--- src/rtl/pes_usr_pkg.sv ---
// Shared types for the sequenced universal shift register: mode codes,
// FSM states and mode classification helpers.
package pes_usr_pkg;

  localparam int unsigned MODE_W = 3;

  typedef enum logic [MODE_W-1:0] {
    MODE_HOLD = 3'b000,
    MODE_SHR  = 3'b001,
    MODE_SHL  = 3'b010,
    MODE_LOAD = 3'b011,
    MODE_ROR  = 3'b100,
    MODE_ROL  = 3'b101,
    MODE_ASR  = 3'b110,
    MODE_CLR  = 3'b111
  } mode_e;

  typedef enum logic {
    ST_IDLE  = 1'b0,
    ST_SHIFT = 1'b1
  } state_e;

  // Modes that move bits one position per step and honour the shift count.
  function automatic logic is_shift(input mode_e m);
    return (m == MODE_SHR) || (m == MODE_SHL) || (m == MODE_ROR) ||
           (m == MODE_ROL) || (m == MODE_ASR);
  endfunction

endpackage

--- src/rtl/pes_usr_step.sv ---
// Combinational single-bit step of the shifter; shared by the first step
// issued from IDLE and every step taken in SHIFT.
module pes_usr_step
  import pes_usr_pkg::*;
#(
  parameter int unsigned WIDTH = 8
) (
  input  logic [WIDTH-1:0] q_i,
  input  mode_e            mode_i,
  input  logic             sin_l_i,
  input  logic             sin_r_i,
  output logic [WIDTH-1:0] next_q_c_o,
  output logic             out_bit_c_o
);

  always_comb begin
    next_q_c_o  = q_i;
    out_bit_c_o = 1'b0;
    case (mode_i)
      MODE_SHR: begin
        next_q_c_o  = {sin_l_i, q_i[WIDTH-1:1]};
        out_bit_c_o = q_i[0];
      end
      MODE_SHL: begin
        next_q_c_o  = {q_i[WIDTH-2:0], sin_r_i};
        out_bit_c_o = q_i[WIDTH-1];
      end
      MODE_ROR: begin
        next_q_c_o  = {q_i[0], q_i[WIDTH-1:1]};
        out_bit_c_o = q_i[0];
      end
      MODE_ROL: begin
        next_q_c_o  = {q_i[WIDTH-2:0], q_i[WIDTH-1]};
        out_bit_c_o = q_i[WIDTH-1];
      end
      MODE_ASR: begin
        next_q_c_o  = {q_i[WIDTH-1], q_i[WIDTH-1:1]};
        out_bit_c_o = q_i[0];
      end
      default: begin
        next_q_c_o  = q_i;
        out_bit_c_o = 1'b0;
      end
    endcase
  end

endmodule

--- src/rtl/pes_usr_seq.sv ---
// Parametrised universal shift register; multi-bit shifts run one bit per
// clock under start/busy/done. Optional status outputs under USR_STATUS_EN.
module pes_usr_seq
  import pes_usr_pkg::*;
#(
  parameter int unsigned WIDTH = 8,
  parameter int unsigned AMT_W = $clog2(WIDTH) + 1
) (
  input  logic             clk,
  input  logic             rst,
  input  logic             start,
  input  logic [2:0]       mode,
  input  logic [WIDTH-1:0] in,
  input  logic [AMT_W-1:0] amt,
  input  logic             sin_l,
  input  logic             sin_r,
  output logic [WIDTH-1:0] q,
  output logic             sout,
  output logic             busy,
`ifdef USR_STATUS_EN
  output logic             zero,
  output logic [AMT_W-1:0] ones,
`endif
  output logic             done
);

  state_e           state_q, state_d;
  logic [AMT_W-1:0] cnt_q, cnt_d;
  mode_e            mode_q, mode_d;
  logic [WIDTH-1:0] q_q, q_d;
  logic             sout_q, sout_d;
  logic             busy_q, busy_d;
  logic             done_q, done_d;

  mode_e            mode_in;
  logic [AMT_W-1:0] amt_sat;
  logic             accept;
  logic             first_step;
  mode_e            step_mode;
  logic [WIDTH-1:0] step_q;
  logic             step_bit;

  assign mode_in    = mode_e'(mode);
  assign amt_sat    = (amt > AMT_W'(WIDTH)) ? AMT_W'(WIDTH) : amt;
  assign accept     = (state_q == ST_IDLE) && start;
  assign first_step = accept && is_shift(mode_in) && (amt_sat != '0);
  assign step_mode  = (state_q == ST_IDLE) ? mode_in : mode_q;

  pes_usr_step #(
    .WIDTH(WIDTH)
  ) u_step (
    .q_i        (q_q),
    .mode_i     (step_mode),
    .sin_l_i    (sin_l),
    .sin_r_i    (sin_r),
    .next_q_c_o (step_q),
    .out_bit_c_o(step_bit)
  );

  // State and datapath registers.
  always_ff @(posedge clk or posedge rst) begin
    if (rst) begin
      state_q <= ST_IDLE;
      cnt_q   <= '0;
      mode_q  <= MODE_HOLD;
      q_q     <= '0;
      sout_q  <= 1'b0;
      busy_q  <= 1'b0;
      done_q  <= 1'b0;
    end else begin
      state_q <= state_d;
      cnt_q   <= cnt_d;
      mode_q  <= mode_d;
      q_q     <= q_d;
      sout_q  <= sout_d;
      busy_q  <= busy_d;
      done_q  <= done_d;
    end
  end

  // Next-state: the first step happens at the accepting edge, so the
  // counter holds the steps still owed after it.
  always_comb begin
    state_d = state_q;
    cnt_d   = cnt_q;
    mode_d  = mode_q;
    case (state_q)
      ST_IDLE: begin
        if (first_step) begin
          mode_d = mode_in;
          cnt_d  = amt_sat - AMT_W'(1);
          if (amt_sat > AMT_W'(1)) begin
            state_d = ST_SHIFT;
          end
        end
      end
      ST_SHIFT: begin
        cnt_d = cnt_q - AMT_W'(1);
        if (cnt_q == AMT_W'(1)) begin
          state_d = ST_IDLE;
        end
      end
      default: state_d = ST_IDLE;
    endcase
  end

  // Datapath and handshake outputs.
  always_comb begin
    q_d    = q_q;
    sout_d = sout_q;
    done_d = 1'b0;
    busy_d = (state_d == ST_SHIFT);
    if ((state_q == ST_SHIFT) || first_step) begin
      q_d    = step_q;
      sout_d = step_bit;
    end
    if (accept) begin
      if (mode_in == MODE_LOAD) begin
        q_d = in;
      end else if (mode_in == MODE_CLR) begin
        q_d = '0;
      end
      if (!(is_shift(mode_in) && (amt_sat > AMT_W'(1)))) begin
        done_d = 1'b1;
      end
    end
    if ((state_q == ST_SHIFT) && (cnt_q == AMT_W'(1))) begin
      done_d = 1'b1;
    end
  end

  assign q    = q_q;
  assign sout = sout_q;
  assign busy = busy_q;
  assign done = done_q;

`ifdef USR_STATUS_EN
  logic             zero_q, zero_d;
  logic [AMT_W-1:0] ones_q, ones_d;

  // Status flags track the value q takes at the same edge.
  always_comb begin
    zero_d = (q_d == '0);
    ones_d = '0;
    for (int i = 0; i < int'(WIDTH); i++) begin
      ones_d = ones_d + AMT_W'(q_d[i]);
    end
  end

  always_ff @(posedge clk or posedge rst) begin
    if (rst) begin
      zero_q <= 1'b1;
      ones_q <= '0;
    end else begin
      zero_q <= zero_d;
      ones_q <= ones_d;
    end
  end

  assign zero = zero_q;
  assign ones = ones_q;
`endif

endmodule

--- config.mk ---
export PLATFORM = sky130hd
export DESIGN_NAME = pes_usr_seq
export DESIGN_NICKNAME = d
export VERILOG_FILES = /design/src/rtl/pes_usr_pkg.sv /design/src/rtl/pes_usr_step.sv /design/src/rtl/pes_usr_seq.sv
export SDC_FILE = /design/constraint.sdc
export NUM_CORES = 1
export LEC_CHECK = 0
export ABC_AREA = 1
export CAP_MARGIN = 20
export CORE_MARGIN = 3
export CORE_UTILIZATION = 40
export DETAILED_ROUTE_END_ITERATION = 8
export PLACE_DENSITY = 0.66
export SLEW_MARGIN = 20
export SYNTH_ARGS = -nofsm -noshare
export SYNTH_HDL_FRONTEND = slang
export SYNTH_SLANG_ARGS = --single-unit
--- constraint.sdc ---
create_clock -name clk -period 3.6 [get_ports clk]
set_input_delay 1.08 -clock clk [delete_from_list [all_inputs] [get_ports clk]]
set_output_delay 1.08 -clock clk [all_outputs]
set_load 0.02 [all_outputs]
# After elaboration in Yosys (flattened, before gate mapping)
# Cells that the tools add are included.
# op_classes
n_shift	0
bitwise_logic	1
eq_ne	14
order_cmp	2
div	0
muxes	17
mul	0
n_addsub	2
reduce_logical	14
# op_table
op	count
$pmux W8 S5	1
$mux W8	4
$eq A3 B3 Y1 const B	7
$eq A3 B2 Y1 const B	3
$mux W4	2
$pmux W4 S2	1
$sub A4 B1 Y4 const B	2
$eq A3 B1 Y1 const B	2
$mux W1	6
$logic_and A1 B1 Y1	5
$logic_or A1 B1 Y1	5
$eq A4 B1 Y1 const B	1
$gt A4 B1 Y1 const B	1
$gt A4 B4 Y1 const B	1
$pmux W1 S2	2
$reduce_bool A4 Y1	1
$mux W3	1
$reduce_or A3 Y1	1
$ne A2 B2 Y1 const B	1
$reduce_and A2 Y1	1
$reduce_or A2 Y1	1
$not A1 Y1	1
# word_totals
mem_count	0
output_inout_bits	11
latch_bits	0
ramBits	0
input_bits	20
mem_bits_ro	0
reg_bits	18
wordCells	56

# Depth between registers and ports, before layout
# Gate-level depths: netlist of run 1.
# logic_depth
word_depth	12
ltp_mapped	13
ltp_nobuf	12

# Cells and area by module
# From an unflattened synthesis of run 1, not the netlist that was laid out.
# hier_totals
cells_unflattened	259
area_unflattened_um2	1715.4
# modules_own_cells
module	cells_per_inst	area_each_um2	instances	seq_area_each_um2
pes_usr_seq	155	1132.3	1	450.4
pes_usr_step	104	583.1	1	0.0

# Least setup slack after synthesis of run 1
# Ideal clock, no wire load.
# synth_path
path_kind	input to register
from	in amt[0]
to	reg q_q[7] (netlist: q[7])
required_ns	3.483
setup_ns	0.117
path_buffers	1
arrival_time_ns	2.564
path_stages	13
setup_slack_ns	0.920
path_cell_list	or3_1 nand2_1 nand2_1 ha_1 a21oi_1 nand2_1 nand2_4 nand2_2 buf_6 nor2_2 nand2_1 nand2_1 nand2_1
# synth_between
elab_chain_len	9
# synth_rtl
item	line_no	rtl
start, declared	pes_usr_seq.sv:14	input logic [AMT_W-1:0] amt,
$gt A4 B4 Y1	pes_usr_seq.sv:44	assign amt_sat = (amt > AMT_W'(WIDTH)) ? AMT_W'(WIDTH) : amt;
$mux W4 (*)	pes_usr_seq.sv:44	
$reduce_bool A4 Y1 (*)	pes_usr_seq.sv:46	assign first_step = accept && is_shift(mode_in) && (amt_sat != '0);
$logic_and A1 B1 Y1 (*)	pes_usr_seq.sv:46	
$logic_or A1 B1 Y1 (*)	pes_usr_seq.sv:113	if ((state_q == ST_SHIFT) || first_step) begin
$mux W8 (*)	pes_usr_seq.sv:113	
$mux W8	pes_usr_seq.sv:120	end else if (mode_in == MODE_CLR) begin
$mux W8	pes_usr_seq.sv:118	if (mode_in == MODE_LOAD) begin
$mux W8 (*)	pes_usr_seq.sv:117	if (accept) begin
via q_d[7]	pes_usr_seq.sv:30	logic [WIDTH-1:0] q_q, q_d;
end signal, assigned	pes_usr_seq.sv:74	q_q <= q_d;
end, declared	pes_usr_seq.sv:30	
# The timed path passes the listed nets; every way through them passes the cells marked *.
# A chain may end at the register's enable or synchronous reset.

# Worst setup path after layout of run 1
# layout_path
from	in amt[0]
to	reg q_q[1] (netlist: q[1])
# The elaborated chain is that of the path after synthesis.

==> results of run 1 <==
cell families (layout without fill, tap and decap cells):
| logic type | count (synthesis) | count (layout) |
|---|---|---|
| fa+ha+maj | 5 | 5 |
| buf+inv | 28 | 59 |
| simple gates | 124 | 124 |
| compound gates | 25 | 25 |
| xor+xnor | 3 | 3 |
| flops | 18 | 18 |
how the worst max path moves through the flow:
stage | start | end | cells past startpoint
3_3_place_gp | amt[0] | q[1] | 13
5_1_grt | amt[0] | q[4] | 13
6_report | amt[0] | q[1] | 13
2_1_floorplan | amt[0] | q[7] | 13
3_5_place_dp | amt[0] | q[4] | 13
4_1_cts | amt[0] | q[4] | 13
final cells by class:
type / instances / area [sq um]
multi-input cells: 157 / 797
repair buffers: 31 / 308
fillers: 330 / 1430
clock buffers: 3 / 22.5
well taps: 44 / 55.1
inverters: 25 / 93.8
flip-flops and latches: 18 / 450
state kept, by name, summed over array words and instances (netlist names):
register	count
done	1
cnt_q	4
sout	1
mode_q	3
q	8
busy	1
worst min-delay path: stages (launching register included):
cell and delay [ns]:
dfrtp_1 0.37, nand2_1 0.06, nand2_1 0.05
metrics by stage:
| step | utilization [%] | total power (W) | cells | hold WS (ns) |
|---|---|---|---|---|
| global route | 54.8 | 0.00169 | 278 | 0.523 |
| finish | 54.8 | 0.00152 | 278 | 0.503 |
| CTS | 54.8 | 0.00153 | 278 | 0.503 |
| global placement | 54.0 | 0.00142 | 275 | 0.484 |
| detailed placement | 54.0 | 0.00142 | 275 | 0.476 |
| floorplan | - | 0.00116 | 203 | 0.442 |
placed cells by master (no fill, tap or decap):
master	n
o211ai_1	1
buf_4	1
o21a_1	1
nand2_4	3
nor2_1	12
inv_1	23
o21ai_0	10
clkdlybuf4s50_1	30
clkbuf_4	3
a31oi_1	1
nor3_1	2
nand3_2	3
inv_2	2
nand4_1	1
nor2_2	4
nand2_2	13
a21oi_2	1
xnor2_1	2
a21oi_1	10
or3_1	1
ha_1	5
nand2_1	72
o21ai_1	1
xor2_1	1
dfrtp_1	18
nand3_1	13
per-layer routing:
layer / up-vias / global-route usage (%)
met2: 41 / 25.9
met5: - / 0
met1: 584 / 23.7
met4: 0 / 5.54
met3: 4 / 2.25
li1: 699 / -
report_power, final:
part | total [W] | internal [W] | switching, W
logic | 0.000997 | 0.000391 | 0.000606
clock network | 0.000102 | 0.0000388 | 0.0000631
registers | 0.000418 | 0.000309 | 0.000109
total | 0.00152 | 0.000738 | 0.000778
==> summary.md, run 1 <==
* **leading area contributor after synthesis** dfrtp_1
* **critical-path cell with the highest stage delay** clkdlybuf4s50_1
* **most instantiated cells after synthesis** 72 x nand2_1, 23 x inv_1, 18 x dfrtp_1
* **buffers plus inverters on the worst setup path** 2
* **GRT Residual Overflow** 0
* **Max Freq** 329 MHz
* **share of the synthesized netlist area taken by xor and xnor gates** 1.91%
* **most prevalent standard cell on the critical path** nand2_1
* **Chip Width** 64.6 um
* **vias per cell** 4.78
* **share of flip-flops with an asynchronous set or reset** 100%
* **synthesis-stage register bit count** 18
* **setup slack of the worst register-to-register path** 1.48 ns
* **time the worst path needs with I/O delays and setup** 3.04 ns
* **combinational family with the most area after synthesis** simple AND/OR/NAND/NOR gates
* **Critical Path Source Type** input pin
* **clk_lat worst skew** 0.29 ns
* **number of buffers inserted by post-CTS setup repair** 0
* **wl on met1** 1570 um
* **setup TNS** 0 ns
* **Final GP Congestion** 0.797
* **fraction of layout cells with a size suffix above 1** 12.8%
* **pin count of the biggest net entering global routing** 19
* **critical path capture point type** flip-flop
* **most frequent cell after synthesis** nand2_1
* **final-stage net count** 261
* **path type of the worst setup path** input pin to flip-flop
* **setup skew after layout** 0.00254 ns
* **hold-critical path depth** 2
* **area share of the leading cell type in the synthesized netlist** 32.8%
* **actual slew at the worst max-slew pin** 0.714 ns
* **data required time of the worst path** 3.79 ns
* **clock-pin slew of the registers on the worst-case setup and hold paths** 0.11 ns
* **mux cell area share after synthesis** 0%
* **compound-gate portion of the synthesized area** 9.83%
* **number of setup violations in the final report** 0
* **final antenna diode count** 0
* **routed via count** 1328
* **depth of the CTS H-tree** 1
* **Post-synth top flop** dfrtp_1
* **global-route wire length before repair** 5540 um
* **VDD IR max** 0.375 mV
* **start of the worst register-to-register path** busy
* **depth of the most critical reg-to-reg path** 10
* **starting density of the core** 43.6%
* **Die H** 64.6 um
* **die area** 4180 sq um
* **simple logic cell fraction of the synthesized area** 41.7%
* **cell family with most CP delay** simple AND/OR/NAND/NOR gates
* **endpoint of the worst-slack reg-to-reg timing path** q[1]
* **critical hold path startpoint** mode_q[2]
* **clock tree from TritonCTS** done
* **count of flip-flops with a built-in enable after synthesis** 0
* **violation count after the first detailed-route iteration** 79
* **Final WS setup** 0.558 ns
* **Syn Std Cell Area** 1380 sq um
* **number of remaining DRC errors** 0
* **routed wire length per instance** 11.2 um
* **global-route usage over all layers** 16.6%
* **Post-Place Worst Slack** 0.256 ns
* **core area** 3150 sq um
* **number of gates resized after CTS** 0
* **synthesis-to-layout area growth** 25.6%
* **RSZ-0062 raised after global routing** false
* **dominant cells by area after synthesis** dfrtp_1 33%, nand2_1 20%, inv_1 6.3%, nand2_2 5.9%, nand3_1 4.7%
* **total of max-cap violations** 0
* **number of warnings issued by yosys** 0
* **total iterations of the first detailed-routing run** 4
* **final worst path period share** 84.5%
* **sequence of cells on the critical path** clkdlybuf4s50_1 > or3_1 > nand2_1 > nand2_1 > ha_1 > a21oi_1 > nand2_1 > nand2_4 > nand2_2 > inv_1 > nand3_1 > nand2_1 > nand2_1
* **Slew Limit Headroom** 52.3%
* **number of antenna violations at the first check in global routing** 0
* **finished layout cell area** 1730 sq um
* **number of hold-slack violations in the final timing report** 0
* **biggest cell delay along the critical path** 0.41 ns
* **post-place instance area** 1700 sq um
* **run status** completed
* **DR top layer** met4
* **net count of the mapped netlist** 228
* **CTS root buf** clkbuf_4
* **number of placement rows** 20
* **residual antenna-violating net count after detailed routing** 0
* **largest buffer count on any clock path** 2
* **synthesized instance count** 203
* **TritonCTS Buffers** 3
* **critical-path maximum fanout** 11
* **via count of the first global-routing pass** 1259
* **endpoint arrival time on the critical path** 3.23 ns
* **met3 layer wire length in the routed design** 141 um
* **Hold/Removal Path Class** flip-flop to flip-flop
* **Max Transition Viols Final** 0
* **share of the yosys chip area belonging to registers** 32.8%
* **number of placed I/O pins** 31
* **clock sink count** 18
* **number of distinct library cells after synthesis** 24
* **power per cell area** 878 nW/um^2
* **Routed WL** 3110 um
* **Detail Placement HPWL** 2420 um
* **Min-Delay Endpoint** mode_q[2]
* **quantity of hold-fixing buffers added after cts** 0
* **Static Leakage** 0.857 nW
* **input/output buffers** 30
* **routed wire length on met2** 1350 um
* **Synth Area in Adders** 4.55%
* **Synth Area per Inst** 6.77 sq um
Note: power is estimated with default switching activity, not from simulation.
==> inputs of run 2 (changes only) <==
--- a/config.mk
+++ b/config.mk
@@ -10,7 +10,7 @@
 export CORE_MARGIN = 3
 export CORE_UTILIZATION = 40
 export DETAILED_ROUTE_END_ITERATION = 8
-export PLACE_DENSITY = 0.66
+export PLACE_DENSITY = 0.68
 export SLEW_MARGIN = 20
 export SYNTH_ARGS = -nofsm -noshare
 export SYNTH_HDL_FRONTEND = slang
==> constraint.sdc (replaced) <==
create_clock -name clk -period 2.6 [get_ports clk]
set_input_delay 0.78 -clock clk [delete_from_list [all_inputs] [get_ports clk]]
set_output_delay 0.78 -clock clk [all_outputs]
set_load 0.02 [all_outputs]
==> run 2 against run 1 <==
Compared with the run above:
- utilization rose by 3.1 points
- non-clock buffer count rose by 10
- largest power group unchanged
- worst hold slack worse by 0.011 ns
- highest routed layer unchanged
- sequential share of layout area shrank 1.4 points
- cell area up 5.7%
- global-route usage fell by 0.25 points
- cell count increased by 4.0%
- die area did not move
- clock skew grew 0.0022 ns
- setup slack worse by 0.48 ns
- clock power rose by 82%
==> summary.md, run 2 (synthesis gave the netlist of run 1 again) <==
* **run status** completed
* **clock sink count** 18
* **routed via count** 1357
* **critical-path cell with the highest stage delay** clkdlybuf4s50_1
* **time the worst path needs with I/O delays and setup** 2.52 ns
* **Die H** 64.6 um
* **hold-critical path depth** 2
* **clock-pin slew of the registers on the worst-case setup and hold paths** 0.12 ns
* **final-stage net count** 271
* **most common library cell in the layout ignoring fill and taps** nand2_1
* **number of flip-flops in the largest register** 8
* **Routed WL** 3200 um
* **critical path capture point type** flip-flop
* **critical-path maximum fanout** 5
* **endpoint arrival time on the critical path** 2.78 ns
* **CTS root buf** clkbuf_4
* **clock tree from TritonCTS** done
* **total of max-cap violations** 0
* **starting density of the core** 43.6%
* **number of buffers inserted by post-CTS setup repair** 0
* **Max Transition Viols Final** 0
* **clk_lat worst skew** 0.31 ns
* **GRT Residual Overflow** 0
* **setup skew after layout** 0.00472 ns
* **global-route wire length before repair** 5480 um
* **input/output buffers** 30
* **cell family with most CP delay** simple AND/OR/NAND/NOR gates
* **critical path depth in cells** 13
* **final antenna diode count** 0
* **actual slew at the worst max-slew pin** 0.699 ns
* **sequence of cells on the critical path** clkdlybuf4s50_1 > or3_1 > nand2_1 > nand2_1 > ha_2 > a21oi_2 > nand2_2 > nand2_4 > nand2_2 > buf_4 > a21oi_1 > nand2_1 > nand2_1
* **path type of the worst setup path** input pin to flip-flop
* **vias per cell** 4.70
* **largest buffer count on any clock path** 2
* **residual antenna-violating net count after detailed routing** 0
* **most prevalent standard cell on the critical path** nand2_1
* **number of remaining DRC errors** 0
* **setup TNS** 0 ns
* **via count of the first global-routing pass** 1229
* **number of placed I/O pins** 31
* **violation count after the first detailed-route iteration** 57
* **total iterations of the first detailed-routing run** 4
* **synthesis-to-layout area growth** 32.7%
* **final-layout fill cell count** 325
* **fraction of layout cells with a size suffix above 1** 18.4%
* **flip-flop and latch area** 450 sq um
* **final worst path period share** 97.0%
* **Static Leakage** 0.910 nW
* **power per cell area** 1220 nW/um^2
* **buffers plus inverters on the worst setup path** 2
* **routed wire length per instance** 11.1 um
* **number of placement rows** 20
* **multi-input gate area in the final layout** 806 sq um
* **core area** 3150 sq um
* **biggest cell delay along the critical path** 0.41 ns
* **number of antenna violations at the first check in global routing** 0
* **Detail Placement HPWL** 2460 um
* **final core area utilization** 57.9%
* **number of setup violations in the final report** 0
* **Final WS setup** 0.0782 ns
* **pin count of the biggest net entering global routing** 19
* **global-route usage over all layers** 16.4%
* **depth of the most critical reg-to-reg path** 10
* **VDD IR max** 0.477 mV
* **number of placed cells counting well taps** 285
* **die area** 4180 sq um
* **number of cells in the finished layout apart from fillers** 289
* **Critical Path Source Type** input pin
* **Chip Width** 64.6 um
* **quantity of hold-fixing buffers added after cts** 0
* **data required time of the worst path** 2.86 ns
* **Max Freq** 397 MHz
* **Post-Place Worst Slack** -0.297 ns
* **number of gates resized after CTS** 0
* **number of hold-slack violations in the final timing report** 0
* **Final GP Congestion** 0.814
* **top library cells by usage in the layout, fill and taps aside** 71 x nand2_1, 30 x clkdlybuf4s50_1, 22 x inv_1, 18 x dfrtp_1, 14 x nand2_2
* **Hold/Removal Path Class** flip-flop to flip-flop
* **TritonCTS Buffers** 3
* **depth of the CTS H-tree** 1
* **Slew Limit Headroom** 53.3%
-- run 2: power by group --
group	switching (W)	total (W)	internal (W)
clock	0.000101	0.000186	0.0000856
combinational	0.000869	0.00148	0.000606
sequential	0.000131	0.000559	0.000427
-- run 2: path summary, 6_finish.rpt --
check / end / startpoint / slack (ns)
worst min-delay path: mode_q[2] / mode_q[2] / 0.49
worst max-delay path: q[7] / amt[0] / 0.08
worst min register to register: mode_q[2] / mode_q[2] / 0.49
worst max register to register: q[7] / busy / 0.74
min in group asynchronous: q[1] / rst / 0.87
max in group asynchronous: cnt_q[0] / rst / 1.29
-- run 2: layout make-up --
cell class	instances	area share (%)
Tap cell	44	3.02
Timing Repair Buffer	41	21.0
Multi-Input combinational cell	157	44.2
Inverter	25	5.14
Clock buffer	4	1.99
Sequential cell	18	24.7
-- run 2: worst reg2reg max path, delay by kind of cell, from the launching register on --
family,cells,cell delay (ns)
AND/OR/NAND/NOR,6,0.59
buffers and inverters,2,0.44
flip-flops,1,0.50
AO/OA/AOI/OAI,2,0.29
-- run 2: metal layers --
| metal | vias to the layer above | GRT usage [%] | share of wire, % |
|---|---|---|---|
| met4 | 0 | 6.33 | 1.8 |
| met5 | - | 0 | 0 |
| met3 | 5 | 2.77 | 4.3 |
| met1 | 597 | 23.1 | 51 |
| met2 | 31 | 24.9 | 43 |
| li1 | 724 | - | - |
-- run 2: through the flow --
step	total power, W	hold WS, ns	instance area, sq um
3_3_place_gp	0.00202	0.464	1780
2_1_floorplan	0.00161	0.442	1380
6_report	0.00222	0.491	1820
3_5_place_dp	0.00204	0.463	1780
5_1_grt	0.00245	0.512	1820
4_1_cts	0.00222	0.489	1820
==> inputs of run 3 (changes only) <==
--- a/config.mk
+++ b/config.mk
@@ -11,6 +11,7 @@
 export CORE_UTILIZATION = 40
 export DETAILED_ROUTE_END_ITERATION = 8
 export PLACE_DENSITY = 0.68
+export REMOVE_ABC_BUFFERS = 1
 export SLEW_MARGIN = 20
 export SYNTH_ARGS = -nofsm -noshare
 export SYNTH_HDL_FRONTEND = slang
==> run 3 against run 2 <==
Compared with the run above:
- cell area increased by 2.2%
- die area did not move
- clock power decreased by 5%
- first-iteration DRC count fell by 12%
- via count grew 1.0%
- worst hold slack improved by 0.013 ns
- global-route usage decreased by 0.80 points
- utilization grew 1.3 points
- cell count is 0.69% higher
- largest cell class unchanged
- highest routed layer unchanged
==> summary.md, run 3 (synthesis gave the netlist of run 1 again) <==
* **run status** completed
* **Final GP Congestion** 0.799
* **setup TNS** 0 ns
* **number of flip-flops in the largest register** 8
* **top library cells by usage in the layout, fill and taps aside** 71 x nand2_1, 30 x clkdlybuf4s50_1, 22 x inv_1, 18 x dfrtp_1
* **number of cells in the finished layout apart from fillers** 291
* **most common library cell in the layout ignoring fill and taps** nand2_1
* **Max Freq** 403 MHz
* **depth of the CTS H-tree** 1
* **path type of the worst setup path** input pin to flip-flop
* **GRT Residual Overflow** 0
* **Die H** 64.6 um
* **Chip Width** 64.6 um
* **routed via count** 1371
* **vias per cell** 4.71
* **endpoint arrival time on the critical path** 2.72 ns
* **fraction of layout cells with a size suffix above 1** 21.1%
* **Hold/Removal Path Class** flip-flop to flip-flop
* **number of placed cells counting well taps** 287
* **global-route usage over all layers** 15.6%
* **Critical Path Source Type** input pin
* **final antenna diode count** 0
* **residual antenna-violating net count after detailed routing** 0
* **number of setup violations in the final report** 0
* **data required time of the worst path** 2.84 ns
* **clock-pin slew of the registers on the worst-case setup and hold paths** 0.11 ns
* **actual slew at the worst max-slew pin** 0.258 ns
* **Max Transition Viols Final** 0
* **launching element of the worst setup path** amt[0]
* **TritonCTS Buffers** 3
* **Routed WL** 3180 um
* **global-route wire length before repair** 5240 um
* **number of placed I/O pins** 31
* **hold-critical path depth** 2
* **critical hold path startpoint** mode_q[2]
* **setup skew after layout** 0.00127 ns
* **number of placement rows** 20
* **endpoint of the worst-slack reg-to-reg timing path** q[5]
* **largest buffer count on any clock path** 2
* **number of remaining DRC errors** 0
* **depth of the most critical reg-to-reg path** 10
* **input/output buffers** 30
* **violation count after the first detailed-route iteration** 50
* **synthesis-to-layout area growth** 35.6%
* **starting density of the core** 43.6%
* **clk_lat worst skew** 0.29 ns
* **number of antenna violations at the first check in global routing** 0
* **flip-flop and latch area** 450 sq um
* **die area** 4180 sq um
* **clock sink count** 18
* **final-stage net count** 273
* **final-layout fill cell count** 318
* **RSZ-0062 raised after global routing** false
* **Static Leakage** 0.927 nW
* **number of gates resized after CTS** 0
* **power per cell area** 1210 nW/um^2
* **pin count of the biggest net entering global routing** 19
* **setup slack of the worst register-to-register path** 0.96 ns
* **quantity of hold-fixing buffers added after cts** 0
* **core area** 3150 sq um
* **critical path capture point type** flip-flop
* **VDD IR max** 0.488 mV
* **routed wire length per instance** 10.9 um
* **multi-input gate area in the final layout** 831 sq um
* **time the worst path needs with I/O delays and setup** 2.48 ns
* **number of buffers inserted by post-CTS setup repair** 0
* **start of the worst register-to-register path** busy
* **CTS root buf** clkbuf_4
* **clock tree from TritonCTS** done
* **Slew Limit Headroom** 82.7%
* **final worst path period share** 95.4%
* **number of hold-slack violations in the final timing report** 0
* **total of max-cap violations** 0
* **total iterations of the first detailed-routing run** 4
* **via count of the first global-routing pass** 1233
* **Detail Placement HPWL** 2420 um
* **critical-path maximum fanout** 7
* **Min-Delay Endpoint** mode_q[2]
==> run 3: per-stage QoR <==
stage                     total power [W]  cell area, sq um  setup WS, ns  hold slack, ns  utilization [%]
after detailed placement          0.00204              1790        -0.311           0.479             56.9
after global placement            0.00202              1790        -0.280           0.464             56.9
after CTS                         0.00222              1830        0.0107           0.506             58.1
after floorplan                   0.00154              1340         0.176           0.442                -
final                             0.00226              1860         0.120           0.505             59.1
after global routing              0.00250              1860        0.0167           0.558             59.1
==> run 3: layout make-up <==
cell class | count | share of cell area [%]
multi-input cells | 157 | 44.6
inverters | 25 | 5.03
well taps | 44 | 2.95
flip-flops and latches | 18 | 24.2
repair buffers | 43 | 21.3
clock buffers | 4 | 1.95
==> run 3: metal layers <==
layer	routed length (um)	part of all wire, %	up-vias	GRT usage (%)
li1	-	-	723	-
met1	1570	50	612	21.9
met2	1430	45	32	24.5
met3	140	4.4	4	1.91
met4	28	0.88	0	5.80
met5	0	0	-	0
==> run 3: critical path, cell delays in order <==
cell	delay (ns)
clkdlybuf4s50_1	0.42
or3_4	0.39
nand2_1	0.08
nand2_1	0.08
ha_2	0.21
a21oi_2	0.14
nand2_2	0.09
nand2_4	0.08
nand2_4	0.07
buf_4	0.16
a21oi_2	0.11
nand2_1	0.06
nand2_1	0.05
==> run 3: worst max path at each step <==
stage | end | slack, ns | depth (start not counted)
floorplan | q[1] | 0.18 | 12
CTS | q[1] | 0.01 | 13
global route | q[5] | 0.02 | 13
finish | q[5] | 0.12 | 13
global placement | q[1] | -0.28 | 13
detailed placement | q[1] | -0.31 | 13
==> run 3: report_power, final <==
part	total [W]	internal, W	switching (W)	leakage [nW]
clock	0.000176	0.0000853	0.0000908	0.0210
sequential	0.000544	0.000428	0.000116	0.218
combinational	0.00154	0.000628	0.000913	0.687
total	0.00226	0.00114	0.00112	0.927
